### src/rtl/flash_pkg.sv
// Shared constants and types for the SPI-flash operation sequencer.
package flash_pkg;

  // Flash opcodes
  localparam logic [7:0] OpcWren = 8'h06;
  localparam logic [7:0] OpcRdsr = 8'h05;
  localparam logic [7:0] OpcSe   = 8'h20;
  localparam logic [7:0] OpcPp   = 8'h02;
  localparam logic [7:0] OpcRdid = 8'h90;
  localparam logic [7:0] OpcRead = 8'h03;

  // Transaction types understood by the spi byte engine (cmd_type[2:0])
  localparam logic [2:0] TxnRdid = 3'b000;
  localparam logic [2:0] TxnWren = 3'b001;
  localparam logic [2:0] TxnSe   = 3'b010;
  localparam logic [2:0] TxnRdsr = 3'b011;
  localparam logic [2:0] TxnPp   = 3'b101;
  localparam logic [2:0] TxnRead = 3'b111;

  // Number of bytes returned by each read op
  localparam logic [8:0] RdLenId   = 9'd2;
  localparam logic [8:0] RdLenPage = 9'd256;

  typedef enum logic [1:0] {
    OpReadId      = 2'b00,
    OpEraseSector = 2'b01,
    OpProgramByte = 2'b10,
    OpReadPage    = 2'b11
  } req_op_e;

  typedef enum logic [3:0] {
    StIdle,
    StWrenL,
    StWrenW,
    StOpL,
    StOpW,
    StPollL,
    StPollW,
    StGap,
    StDone
  } state_e;

  // Ops that modify the array need WREN first and WIP polling afterwards
  function automatic logic op_is_write(req_op_e op);
    return (op == OpEraseSector) || (op == OpProgramByte);
  endfunction

endpackage

### src/rtl/flash_txn_launcher.sv
// Issues one spi transaction: a single-cycle launch bit, then holds all fields until Done_Sig.
module flash_txn_launcher
  import flash_pkg::*;
(
  input  logic        i_clk,
  input  logic        i_rst_n,
  input  logic        i_start,
  input  logic [2:0]  i_type,
  input  logic [7:0]  i_opcode,
  input  logic [23:0] i_addr,
  input  logic [7:0]  i_data,
  input  logic        i_done_sig,
  output logic [3:0]  o_cmd_type,
  output logic [7:0]  o_flash_cmd,
  output logic [23:0] o_flash_addr,
  output logic [7:0]  o_wrdata,
  output logic        o_txn_done
);

  logic        r_launch;
  logic        r_busy;
  logic [2:0]  r_type;
  logic [7:0]  r_cmd;
  logic [23:0] r_addr;
  logic [7:0]  r_data;

  // Done_Sig only counts while a transaction is outstanding and past its launch cycle
  assign o_txn_done   = r_busy & ~r_launch & i_done_sig;
  assign o_cmd_type   = {r_launch, r_type};
  assign o_flash_cmd  = r_cmd;
  assign o_flash_addr = r_addr;
  assign o_wrdata     = r_data;

  // Launch pulse, field capture and outstanding-transaction flag
  always_ff @(posedge i_clk or negedge i_rst_n) begin
    if (!i_rst_n) begin
      r_launch <= 1'b0;
      r_busy   <= 1'b0;
      r_type   <= 3'b000;
      r_cmd    <= 8'h00;
      r_addr   <= 24'h000000;
      r_data   <= 8'h00;
    end else begin
      r_launch <= i_start;
      if (i_start) begin
        r_busy <= 1'b1;
        r_type <= i_type;
        r_cmd  <= i_opcode;
        r_addr <= i_addr;
        r_data <= i_data;
      end else if (o_txn_done) begin
        r_busy <= 1'b0;
      end
    end
  end

endmodule

### src/rtl/flash_op_sequencer.sv
// Sequences host flash ops into WREN / command / RDSR-poll spi transactions.
module flash_op_sequencer
  import flash_pkg::*;
#(
  parameter int unsigned POLL_GAP = 16,
  parameter int unsigned POLL_MAX = 65535
) (
  input  logic        clock25M,
  input  logic        flash_rstn,
  input  logic        req_valid,
  output logic        req_ready,
  input  logic [1:0]  req_op,
  input  logic [23:0] req_addr,
  input  logic [7:0]  req_wdata,
  output logic        rd_valid,
  output logic [7:0]  rd_data,
  output logic        rd_last,
  output logic        resp_done,
  output logic        resp_err,
  output logic [3:0]  cmd_type,
  output logic [7:0]  flash_cmd,
  output logic [23:0] flash_addr,
  output logic [7:0]  wrdata,
  input  logic        Done_Sig,
  input  logic [7:0]  mydata_o,
  input  logic        myvalid_o
);

  localparam int unsigned PollW = $clog2(POLL_MAX + 1);
  // Gap counter only has to hold POLL_GAP-1
  localparam int unsigned GapW  = (POLL_GAP > 2) ? $clog2(POLL_GAP) : 1;

  state_e          r_state;
  state_e          w_state_next;
  req_op_e         r_op;
  logic [23:0]     r_addr;
  logic [7:0]      r_wdata;
  logic [PollW-1:0] r_poll_cnt;
  logic [GapW-1:0] r_gap_cnt;
  logic            r_wip;
  logic            r_err;
  logic [8:0]      r_rd_cnt;
  logic            r_rd_valid;
  logic            r_rd_last;
  logic [7:0]      r_rd_data;

  logic            w_accept;
  logic            w_txn_done;
  logic            w_start;
  logic [2:0]      w_type;
  logic [7:0]      w_opcode;
  logic [23:0]     w_txn_addr;
  logic [7:0]      w_txn_data;
  logic            w_wip_now;
  logic            w_poll_max;
  logic            w_gap_end;
  logic            w_rd_fwd;
  logic [8:0]      w_rd_limit;

  assign w_accept   = (r_state == StIdle) & req_valid;
  // A status byte arriving together with Done_Sig still decides the poll
  assign w_wip_now  = myvalid_o ? mydata_o[0] : r_wip;
  assign w_poll_max = (r_poll_cnt == PollW'(POLL_MAX));
  assign w_gap_end  = (r_gap_cnt == '0);
  assign w_rd_fwd   = (r_state == StOpW) & ~op_is_write(r_op) & myvalid_o;
  assign w_rd_limit = (r_op == OpReadId) ? RdLenId : RdLenPage;

  assign rd_valid = r_rd_valid;
  assign rd_data  = r_rd_data;
  assign rd_last  = r_rd_last;

  flash_txn_launcher u_launcher (
    .i_clk        (clock25M),
    .i_rst_n      (flash_rstn),
    .i_start      (w_start),
    .i_type       (w_type),
    .i_opcode     (w_opcode),
    .i_addr       (w_txn_addr),
    .i_data       (w_txn_data),
    .i_done_sig   (Done_Sig),
    .o_cmd_type   (cmd_type),
    .o_flash_cmd  (flash_cmd),
    .o_flash_addr (flash_addr),
    .o_wrdata     (wrdata),
    .o_txn_done   (w_txn_done)
  );

  // State register
  always_ff @(posedge clock25M or negedge flash_rstn) begin
    if (!flash_rstn) begin
      r_state <= StIdle;
    end else begin
      r_state <= w_state_next;
    end
  end

  // Next-state logic
  always_comb begin
    w_state_next = r_state;
    unique case (r_state)
      StIdle:  if (req_valid) begin
                 w_state_next = op_is_write(req_op_e'(req_op)) ? StWrenL : StOpL;
               end
      StWrenL: w_state_next = StWrenW;
      StWrenW: if (w_txn_done) w_state_next = StOpL;
      StOpL:   w_state_next = StOpW;
      StOpW:   if (w_txn_done) w_state_next = op_is_write(r_op) ? StPollL : StDone;
      StPollL: w_state_next = StPollW;
      StPollW: if (w_txn_done) w_state_next = (!w_wip_now || w_poll_max) ? StDone : StGap;
      StGap:   if (w_gap_end) w_state_next = StPollL;
      StDone:  w_state_next = StIdle;
      default: w_state_next = StIdle;
    endcase
  end

  // Host handshake, response pulse and transaction selection per state
  always_comb begin
    req_ready  = 1'b0;
    resp_done  = 1'b0;
    resp_err   = 1'b0;
    w_start    = 1'b0;
    w_type     = TxnRdid;
    w_opcode   = 8'h00;
    w_txn_addr = 24'h000000;
    w_txn_data = 8'h00;
    unique case (r_state)
      StIdle:  req_ready = 1'b1;
      StWrenL: begin
        w_start  = 1'b1;
        w_type   = TxnWren;
        w_opcode = OpcWren;
      end
      StOpL: begin
        w_start = 1'b1;
        unique case (r_op)
          OpReadId: begin
            w_type   = TxnRdid;
            w_opcode = OpcRdid;
          end
          OpEraseSector: begin
            w_type     = TxnSe;
            w_opcode   = OpcSe;
            w_txn_addr = r_addr;
          end
          OpProgramByte: begin
            w_type     = TxnPp;
            w_opcode   = OpcPp;
            w_txn_addr = r_addr;
            w_txn_data = r_wdata;
          end
          OpReadPage: begin
            w_type     = TxnRead;
            w_opcode   = OpcRead;
            w_txn_addr = r_addr;
          end
          default: ;
        endcase
      end
      StPollL: begin
        w_start  = 1'b1;
        w_type   = TxnRdsr;
        w_opcode = OpcRdsr;
      end
      StDone: begin
        resp_done = 1'b1;
        resp_err  = r_err;
      end
      default: ;
    endcase
  end

  // Request capture, read forwarding, poll/gap counters and error flag
  always_ff @(posedge clock25M or negedge flash_rstn) begin
    if (!flash_rstn) begin
      r_op       <= OpReadId;
      r_addr     <= 24'h000000;
      r_wdata    <= 8'h00;
      r_poll_cnt <= '0;
      r_gap_cnt  <= '0;
      r_wip      <= 1'b0;
      r_err      <= 1'b0;
      r_rd_cnt   <= 9'd0;
      r_rd_valid <= 1'b0;
      r_rd_last  <= 1'b0;
      r_rd_data  <= 8'h00;
    end else begin
      r_rd_valid <= w_rd_fwd;
      r_rd_last  <= w_rd_fwd && ((r_rd_cnt + 9'd1) == w_rd_limit);
      if (w_rd_fwd) begin
        r_rd_data <= mydata_o;
        r_rd_cnt  <= r_rd_cnt + 9'd1;
      end
      if (w_accept) begin
        r_op       <= req_op_e'(req_op);
        r_addr     <= req_addr;
        r_wdata    <= req_wdata;
        r_rd_cnt   <= 9'd0;
        r_poll_cnt <= '0;
        r_err      <= 1'b0;
        r_wip      <= 1'b0;
      end
      if (r_state == StPollL) begin
        r_poll_cnt <= r_poll_cnt + PollW'(1);
        r_wip      <= 1'b0;
      end
      if ((r_state == StPollW) && myvalid_o) begin
        r_wip <= mydata_o[0];
      end
      if ((r_state == StPollW) && w_txn_done) begin
        r_err     <= w_wip_now & w_poll_max;
        r_gap_cnt <= GapW'(POLL_GAP - 1);
      end
      if ((r_state == StGap) && !w_gap_end) begin
        r_gap_cnt <= r_gap_cnt - GapW'(1);
      end
    end
  end

endmodule

### config.mk
export PLATFORM = sky130hd
export DESIGN_NAME = flash_op_sequencer
export DESIGN_NICKNAME = d
export VERILOG_FILES = /design/src/rtl/flash_pkg.sv /design/src/rtl/flash_txn_launcher.sv /design/src/rtl/flash_op_sequencer.sv
export SDC_FILE = /design/constraint.sdc
export NUM_CORES = 1
export LEC_CHECK = 0
export BUFFER_PORTS_ARGS = -buffer_cell sky130_fd_sc_hd__buf_2
export CAP_MARGIN = 25
export CORE_MARGIN = 5
export CORE_UTILIZATION = 50
export CTS_BUF_LIST = sky130_fd_sc_hd__clkbuf_4
export DETAILED_ROUTE_END_ITERATION = 6
export GPL_TIMING_DRIVEN = 0
export PLACE_DENSITY = 0.74
export RECOVER_POWER = 100
export SETUP_SLACK_MARGIN = 0.1
export SYNTH_ARGS = -nofsm -noshare
export SYNTH_HDL_FRONTEND = slang
export SYNTH_SLANG_ARGS = --single-unit
### constraint.sdc
create_clock -name clock25M -period 4.6 [get_ports clock25M]
set_input_delay 0.69 -clock clock25M [delete_from_list [all_inputs] [get_ports clock25M]]
set_output_delay 0.69 -clock clock25M [all_outputs]
set_load 0.05 [all_outputs]
=== Word level (Yosys, flattened, before mapping) ===
Cells that the tools add are included.

* Input bits: 47
* Flip-flop bits (word level): 124
* Word-level logic and storage cells: 105
* Output and inout bits: 57

* $add $sub $neg: 3
* Mux-type cells: 35
* Eq/ne operators: 20
* Bitwise gates (word level): 8
* Reductions and logical operators: 21

{| class="wikitable"
|+ Operator list
! operator !! number
|-
| 24-bit 2-to-1 mux || 2
|-
| 4-bit 2-to-1 mux || 9
|-
| 16-bit 2-to-1 mux || 2
|-
| 4-bit case mux with 8 select lines || 1
|-
| 8-bit case mux with 4 select lines || 1
|-
| 9-bit 2-to-1 mux || 3
|-
| 8-bit case mux with 3 select lines || 1
|-
| 16-bit by 1-bit adder with 16-bit output, second input constant || 1
|-
| 16-bit equality test, second input constant || 1
|-
| 4-bit by 3-bit equality test with 1-bit output, second input constant || 4
|-
| 8-bit 2-to-1 mux || 2
|-
| 3-bit case mux with 4 select lines || 1
|-
| 1-bit 2-to-1 mux || 11
|-
| 2-bit != test, second input constant || 5
|-
| 2-bit nonzero test || 5
|-
| 9-bit by 1-bit adder with 9-bit output, second input constant || 1
|-
| 9-bit equality test || 1
|-
| 3-bit case mux with 3 select lines || 1
|-
| 4-bit by 2-bit equality test with 1-bit output, second input constant || 2
|-
| 4-bit zero test || 2
|-
| 1-bit bitwise AND || 6
|-
| 2-bit equality test, second input constant || 3
|-
| 3-bit OR reduction || 2
|-
| 5-bit AND reduction || 1
|-
| 11 further kinds || 19
|}

=== Depth between registers and ports, before layout ===
Gate-level depths: netlist of the first run.

* Word-level depth: 7
* Depth in mapped cells: 9
* Gate-level depth less buffers: 7

=== By module ===
A second synthesis of the first run with hierarchy kept.

* Cell total of the unflattened synthesis: 574
* Area total of the unflattened synthesis: 6042.0 sq um

{| class="wikitable"
|+ By module, submodules not included
! module !! sequential area each (sq um) !! cells each !! area an instance (sq um) !! instances
|-
| flash_op_sequencer || 1976.9 || 476 || 4165.2 || 1
|-
| flash_txn_launcher || 1126.1 || 98 || 1876.8 || 1
|}

=== Worst setup path after synthesis of the first run ===
No wires, ideal clock.

* Kind: register to register
* From: register r_state[0]
* To: register r_addr[10]
* Path buffers: 3
* Stages on the path, launching flop included: 8
* Clock period less this slack: 2435 ps
* Arrival: 2370 ps
* Path slack: 2165 ps
* Cells stage by stage: dfrtp_1 > nor4_2 > and2_0 > clkbuf_1 > buf_2 > buf_2 > nand2_1 > nand2_1

* Word-level cells in the longest chain between the ends: 2

{| class="wikitable"
|+ Ends and longest elaborated chain
! item !! line !! source
|-
| start, declared || flash_op_sequencer.sv:33 || <nowiki>state_e r_state;</nowiki>
|-
| start signal, assigned || flash_op_sequencer.sv:91 || <nowiki>r_state <= StIdle;</nowiki>
|-
| start signal, assigned || flash_op_sequencer.sv:93 || <nowiki>r_state <= w_state_next;</nowiki>
|-
| 4-bit zero test || flash_op_sequencer.sv:60 || <nowiki>assign w_accept = (r_state == StIdle) & req_valid;</nowiki>
|-
| 1-bit bitwise AND || flash_op_sequencer.sv:60 ||
|-
| end signal, assigned || flash_op_sequencer.sv:195 || <nowiki>r_addr <= req_addr;</nowiki>
|-
| end, declared || flash_op_sequencer.sv:36 || <nowiki>logic [23:0] r_addr;</nowiki>
|}

No other way between the ends.
A chain may end at the register's enable or synchronous reset.

=== Worst setup path after layout of the first run ===
* From: register r_state[1]
* To: output port resp_err

* Word-level cells in the longest chain between the ends: 2

{| class="wikitable"
|+ Ends and longest elaborated chain
! item !! line !! source
|-
| 4-bit equality test || flash_op_sequencer.sv:126 || <nowiki>unique case (r_state)</nowiki>
|-
| 1-bit 2-to-1 mux || flash_op_sequencer.sv:126 ||
|-
| end, declared || flash_op_sequencer.sv:19 || <nowiki>output logic resp_err,</nowiki>
|}

No other way between the ends.

==> results of run 1 <==
-- path summary, 6_finish.rpt --
kind	from	to	slack [ns]
max	r_state[1]	resp_err	1.59
min	req_addr[6]	r_addr[6]	0.34
max reg2reg	r_op[0]	rd_last	1.80
min reg2reg	r_addr[9]	r_addr[9]	0.49
max in group asynchronous	flash_rstn	r_addr[23]	1.74
min in group asynchronous	flash_rstn	rd_data[4]	1.14
-- registers in the layout (all words and copies together), names as in the netlist, 2 cells and up --
name                     count
r_rd_cnt                     9
u_launcher.o_flash_addr     24
r_poll_cnt                  16
r_gap_cnt                    4
u_launcher.o_wrdata          8
r_state                      4
u_launcher.o_flash_cmd       5
r_op                         2
r_wdata                      8
rd_data                      8
r_addr                      24
u_launcher.r_type            3
-- synth_stat cells, types with 6 or more instances --
master / n / area [sq um]
dfrtp_1: 121 / 3030
nor2_1: 21 / 78.8
ha_1: 8 / 100
a21oi_1: 10 / 50.1
clkbuf_1: 19 / 71.3
inv_1: 10 / 37.5
nor3_1: 6 / 30.0
nand4_1: 11 / 68.8
o21ai_0: 27 / 135
nand3_1: 13 / 65.1
nand2_1: 151 / 567
a21o_1: 7 / 52.6
a22o_1: 36 / 315
nor4_1: 6 / 37.5
buf_2: 6 / 30.0
mux2i_1: 6 / 60.1
-- metal layers --
layer	vias to the layer above	wire length, microns	GRT usage (%)
li1	2119	-	-
met1	2134	5440	25.9
met2	106	6320	33.7
met3	25	601	5.83
met4	0	267	6.97
met5	-	0	0
-- layout make-up --
cell class / instances / area share [%]
Inverter: 11 / 0.684
Sequential cell: 121 / 48.7
Buffer: 32 / 2.17
Timing Repair Buffer: 102 / 7.44
Clock buffer: 17 / 2.05
Tap cell: 136 / 2.74
Multi-Input combinational cell: 371 / 33.8
Clock inverter: 15 / 2.45
-- worst register-to-register path: stages, from the launching register on --
cell and delay (ns):
dfrtp_1 0.42, inv_1 0.09, ha_1 0.35, or4b_1 0.58
or2_0 0.25, clkbuf_1 0.21, clkinvlp_2 0.26, nand4_2 0.13
a2111oi_0 0.39
-- logic make-up (layout without fill, tap and decap cells) --
kind of cell             Yosys count  in the layout  share of synthesized area, %
flip-flops                       121            121                          56.7
other                              1              2                        0.0703
AND/OR/NAND/NOR                  244            244                          21.2
XOR/XNOR                           4              4                         0.656
multiplexers                       8              8                          1.55
buffers and inverters             43            177                          3.68
adder cells (fa/ha/maj)            8              8                          1.88
AO/OA/AOI/OAI                    105            105                          14.3
-- per-stage QoR --
stage	setup WS, ns	cells	hold WS (ns)
detailed placement	2.22	773	0.464
floorplan	2.16	535	0.394
global route	1.11	805	0.285
CTS	1.80	805	0.101
finish	1.59	805	0.344
global placement	1.41	772	0.458
-- power groups by stage --
stage / registers [mW] / logic [mW] / clock network [mW]
floorplan: 2.29 / 0.824 / 0
finish: 1.68 / 1.89 / 0.735
CTS: 1.67 / 1.98 / 0.755
global route: 1.73 / 2.04 / 0.807
detailed placement: 1.69 / 1.97 / 0
global placement: 1.67 / 1.93 / 0
==> impl_metrics.env, run 1 <==
export IMPL_seq_area_frac_synth_pct=56.7
export IMPL_hold_path_depth=3
export IMPL_clk_latency_ns=0.52
export IMPL_wl_microns=12600
export IMPL_row_count=37
export IMPL_cts_setup_buffers=0
export IMPL_ys_ff_latch=121
export IMPL_vias_per_cell=5.45
export IMPL_final_core_util_pct=60.0
export IMPL_post_dp_cell_area_sq_um=6050
export IMPL_path_class="reg -> out"
export IMPL_path_cells="clkbuf_1 > clkbuf_1 > nor3_1 > and3_1 > clkbuf_1"
export IMPL_crit_path_max_fanout=10
export IMPL_power_share_switching_pct=47.9
export IMPL_outcome="complete, but fails checks"
export IMPL_synthCells=534
export IMPL_first_pass_iters=5
export IMPL_cpPeakStageDelay_ns=0.47
export IMPL_setup_violations=0
export IMPL_multi_input_area_sq_um=2100
export IMPL_cts_resized=0
export IMPL_drt_iter0_markers=269
export IMPL_synth_edf_count=0
export IMPL_rsz0062_at_grt="false"
export IMPL_setup_tns_ns=0
export IMPL_end_kind="primary output"
export IMPL_cts_buffers=17
export IMPL_async_flop_share_pct=100
export IMPL_relSlewSlack_pct=-102
export IMPL_layout_min_cycle_time_ns=3.01
export IMPL_critPathMostFrequentCell="clkbuf_1"
export IMPL_yosys_most_used_dff="dfrtp_1"
export IMPL_layout_common_cells="nand2_1, dfrtp_1, clkbuf_1"
export IMPL_power_density_nw_per_um2=692
export IMPL_fp_dieH_microns=113
export IMPL_seqCellArea_sq_um=3030
export IMPL_max_freq_mhz=332
export IMPL_yosysWarnings=0
export IMPL_ctsHoldBuffers=0
export IMPL_vias=4384
export IMPL_required_ns=3.91
export IMPL_cp_slowest_cell="clkbuf_1"
export IMPL_slew_viol_final=56
export IMPL_drive_above_1_share_pct=13.0
export IMPL_crit_buf_inv=3
export IMPL_area_growth_pct=16.5
export IMPL_fillCellCount=921
export IMPL_p_int_mw=2.24
export IMPL_grt_pass1_vias=4298
export IMPL_coreArea_sq_um=10400
export IMPL_pin_count=104
export IMPL_dpl_hpwl_microns=9040
export IMPL_syn_area_sq_um=5340
export IMPL_stdcell_area_sq_um=6220
export IMPL_ant_nets=0
export IMPL_clock_tree_buffer_depth=2
export IMPL_die_x_microns=113
export IMPL_power_frac_clock_pct=17.1
export IMPL_path_clk_slew_ns=0.12
export IMPL_switching_power_mw=2.06
export IMPL_synth_area_per_cell_sq_um=10.0
export IMPL_arrival_ns=2.32
export IMPL_cp_start_kind="flip-flop"
export IMPL_tightest_slew_ns=3.03
export IMPL_seq_power_share_pct=39.0
export IMPL_holdCritPathClass="in -> reg"
export IMPL_hold_viol=0
export IMPL_fin_total_pwr_mw=4.30
export IMPL_violations="max-capacitance violations, max-slew violations"
export IMPL_grt_overflow=0
export IMPL_initial_core_util_pct=51.5
export IMPL_grt_total_usage_pct=20.4
export IMPL_path_delay_family="buffers and inverters"
export IMPL_die_area_sq_um=12800
export IMPL_fin_crit_sh_pct=65.4
export IMPL_finClkSkew_ns=0.0140
export IMPL_globalplace_congestion=0.862
export IMPL_maxCapViolations=1
export IMPL_grt_max_degree=67
export IMPL_root_buffer="clkbuf_4"
export IMPL_reg2regPathDepth=8
export IMPL_final_common_cell="nand2_1"
export IMPL_cts_tree="yes"
export IMPL_ir_drop_mv=0.347
export IMPL_antenna_diode_count=0
export IMPL_nets=711
export IMPL_htree_levels=4
export IMPL_grt_pass1_wl_microns=21000
export IMPL_antenna_found_initial=0
export IMPL_drc=0
export IMPL_p_leak_nw=3.03
export IMPL_wl_per_cell_microns=15.7
export IMPL_io_buffers=101
export IMPL_cp_depth=5
export IMPL_cts_sinks=121
export IMPL_synth_cell_types=59
export IMPL_p_comb_share_pct=43.9
(Power assumes the default switching activity.)
==> run 2: changes to the inputs <==
Clock period 4.6 ns to 3 ns, I/O delays scaled along.
==> run 2 against run 1 <==
  * The flow now finishes without violations
  * Design area rose by 0.32%
  * Clock skew barely moved
  * Clock power rose by 54%
==> impl_metrics.env, run 2 (synthesis gave the netlist of run 1 again) <==
export IMPL_drc=0
export IMPL_whs_ns=0.106
export IMPL_layout_cells_non_filler=806
export IMPL_ant_nets=0
export IMPL_dp_cells=773
export IMPL_cts_sinks=121
export IMPL_wl_microns=12600
export IMPL_holdCritPathClass="in -> reg"
export IMPL_final_common_cell="nand2_1"
export IMPL_path_clk_slew_ns=0.12
export IMPL_grt_max_degree=67
export IMPL_die_x_microns=113
export IMPL_dpl_hpwl_microns=9040
export IMPL_r2r_setup_slack_ns=0.29
export IMPL_initial_core_util_pct=51.5
export IMPL_layout_common_cells="nand2_1, dfrtp_1, clkbuf_1"
export IMPL_coreArea_sq_um=10400
export IMPL_cp_start_kind="flip-flop"
export IMPL_clk_latency_ns=0.52
export IMPL_maxCapViolations=0
export IMPL_final_core_util_pct=60.2
export IMPL_path_cells="inv_1 > ha_1 > or4b_1 > or2_0 > clkbuf_1 > inv_6 > nand4_2 > a2111oi_0"
export IMPL_slew_viol_final=0
export IMPL_drive_above_1_share_pct=13.7
export IMPL_wl_per_cell_microns=15.7
export IMPL_relSlewSlack_pct=5.59
export IMPL_outcome="finished, final reports clean"
export IMPL_path_class="reg -> reg"
export IMPL_vias_per_cell=5.47
export IMPL_first_pass_iters=7
export IMPL_required_ns=3.39
export IMPL_drt_iter0_markers=295
export IMPL_crit_path_max_fanout=7
export IMPL_setup_violations=0
export IMPL_power_density_nw_per_um2=1060
export IMPL_reg2regPathDepth=8
export IMPL_arrival_ns=3.10
export IMPL_io_buffers=101
export IMPL_root_buffer="clkbuf_4"
export IMPL_rsz0062_at_grt="false"
export IMPL_clock_tree_buffer_depth=2
export IMPL_grt_pass1_wl_microns=21000
export IMPL_hold_path_endpoint="r_wdata[6]"
export IMPL_htree_levels=4
export IMPL_die_area_sq_um=12800
export IMPL_hold_start="req_wdata[6]"
export IMPL_fp_dieH_microns=113
export IMPL_end_kind="flip-flop"
export IMPL_cts_buffers=17
export IMPL_cp_slowest_cell="or4b_1"
export IMPL_row_count=37
export IMPL_cpPeakStageDelay_ns=0.59
export IMPL_setup_ws_ns=0.290
export IMPL_p_leak_nw=3.05
export IMPL_cts_setup_buffers=0
export IMPL_max_freq_mhz=369
export IMPL_grt_total_usage_pct=20.4
export IMPL_grt_overflow=0
export IMPL_pin_count=104
export IMPL_rr_endpoint="rd_last"
export IMPL_vias=4408
export IMPL_nets=712
export IMPL_antenna_found_initial=0
export IMPL_fin_crit_sh_pct=90.3
export IMPL_cts_tree="yes"
export IMPL_ir_drop_mv=0.531
export IMPL_globalplace_congestion=0.862
export IMPL_fillCellCount=913
export IMPL_finClkSkew_ns=0.0145
export IMPL_tightest_slew_ns=1.42
export IMPL_hold_viol=0
export IMPL_layout_min_cycle_time_ns=2.71
export IMPL_hold_path_depth=3
export IMPL_setup_tns_ns=0
export IMPL_area_growth_pct=16.9
export IMPL_antenna_diode_count=0
export IMPL_r2r_start="r_op[0]"
export IMPL_preCtsSetupSlack_ns=0.621
export IMPL_grt_pass1_vias=4306
run 2: worst max-delay path, delay by kind of cell (launching register included):
family	cells	cell delay [ns]
AOI/OAI and AO/OA	1	0.40
adders and majority gates	1	0.35
buffers and inverters	3	0.48
DFF	1	0.42
and+or+nand+nor	3	0.94
run 2: worst max-delay path by stage:
stage | start | to | slack, ns
4_1_cts | r_state[2] | resp_err | 0.44
6_report | r_op[0] | rd_last | 0.29
2_1_floorplan | r_state[0] | r_addr[10] | 0.56
5_1_grt | r_op[0] | rd_last | 0.16
3_3_place_gp | flash_rstn | r_addr[4] | 0.05
3_5_place_dp | r_op[0] | rd_last | 0.62
run 2: metal layers:
layer / wire length (microns) / up-vias / GRT usage, %
met5: 0 / - / 0
met4: 255 / 0 / 6.97
met3: 667 / 23 / 5.78
met2: 6340 / 118 / 33.8
met1: 5380 / 2150 / 25.9
li1: - / 2117 / -
run 2: what timing repair did:
item                       in CTS  in global routing
resized for setup               0                  0
setup endpoints to repair       0                  0
hold buffers                    1                  0
hold endpoints to repair       55                  0
run 2: report_power, final:
group / switching (mW) / internal (mW) / leakage (nW)
Clock: 0.632 / 0.494 / 0.142
Sequential: 0.367 / 2.20 / 1.59
Combinational: 2.16 / 0.744 / 1.32
Total: 3.16 / 3.44 / 3.05
run 2: area by class of cell:
type,instances,area (sq um),area share [%]
Buffer,32,136,2.19
Tap cell,136,170,2.73
Inverter,11,46.3,0.742
Clock buffer,17,128,2.05
Multi-Input combinational cell,371,2100,33.7
Timing Repair Buffer,103,478,7.66
Sequential cell,121,3030,48.5
Clock inverter,15,153,2.45
run 2: metrics by stage:
step | total power [mW] | cell area (sq um)
4_1_cts | 6.75 | 6340
6_report | 6.60 | 6240
3_3_place_gp | 5.52 | 6020
2_1_floorplan | 4.78 | 5340
3_5_place_dp | 5.62 | 6050
5_1_grt | 7.02 | 6240
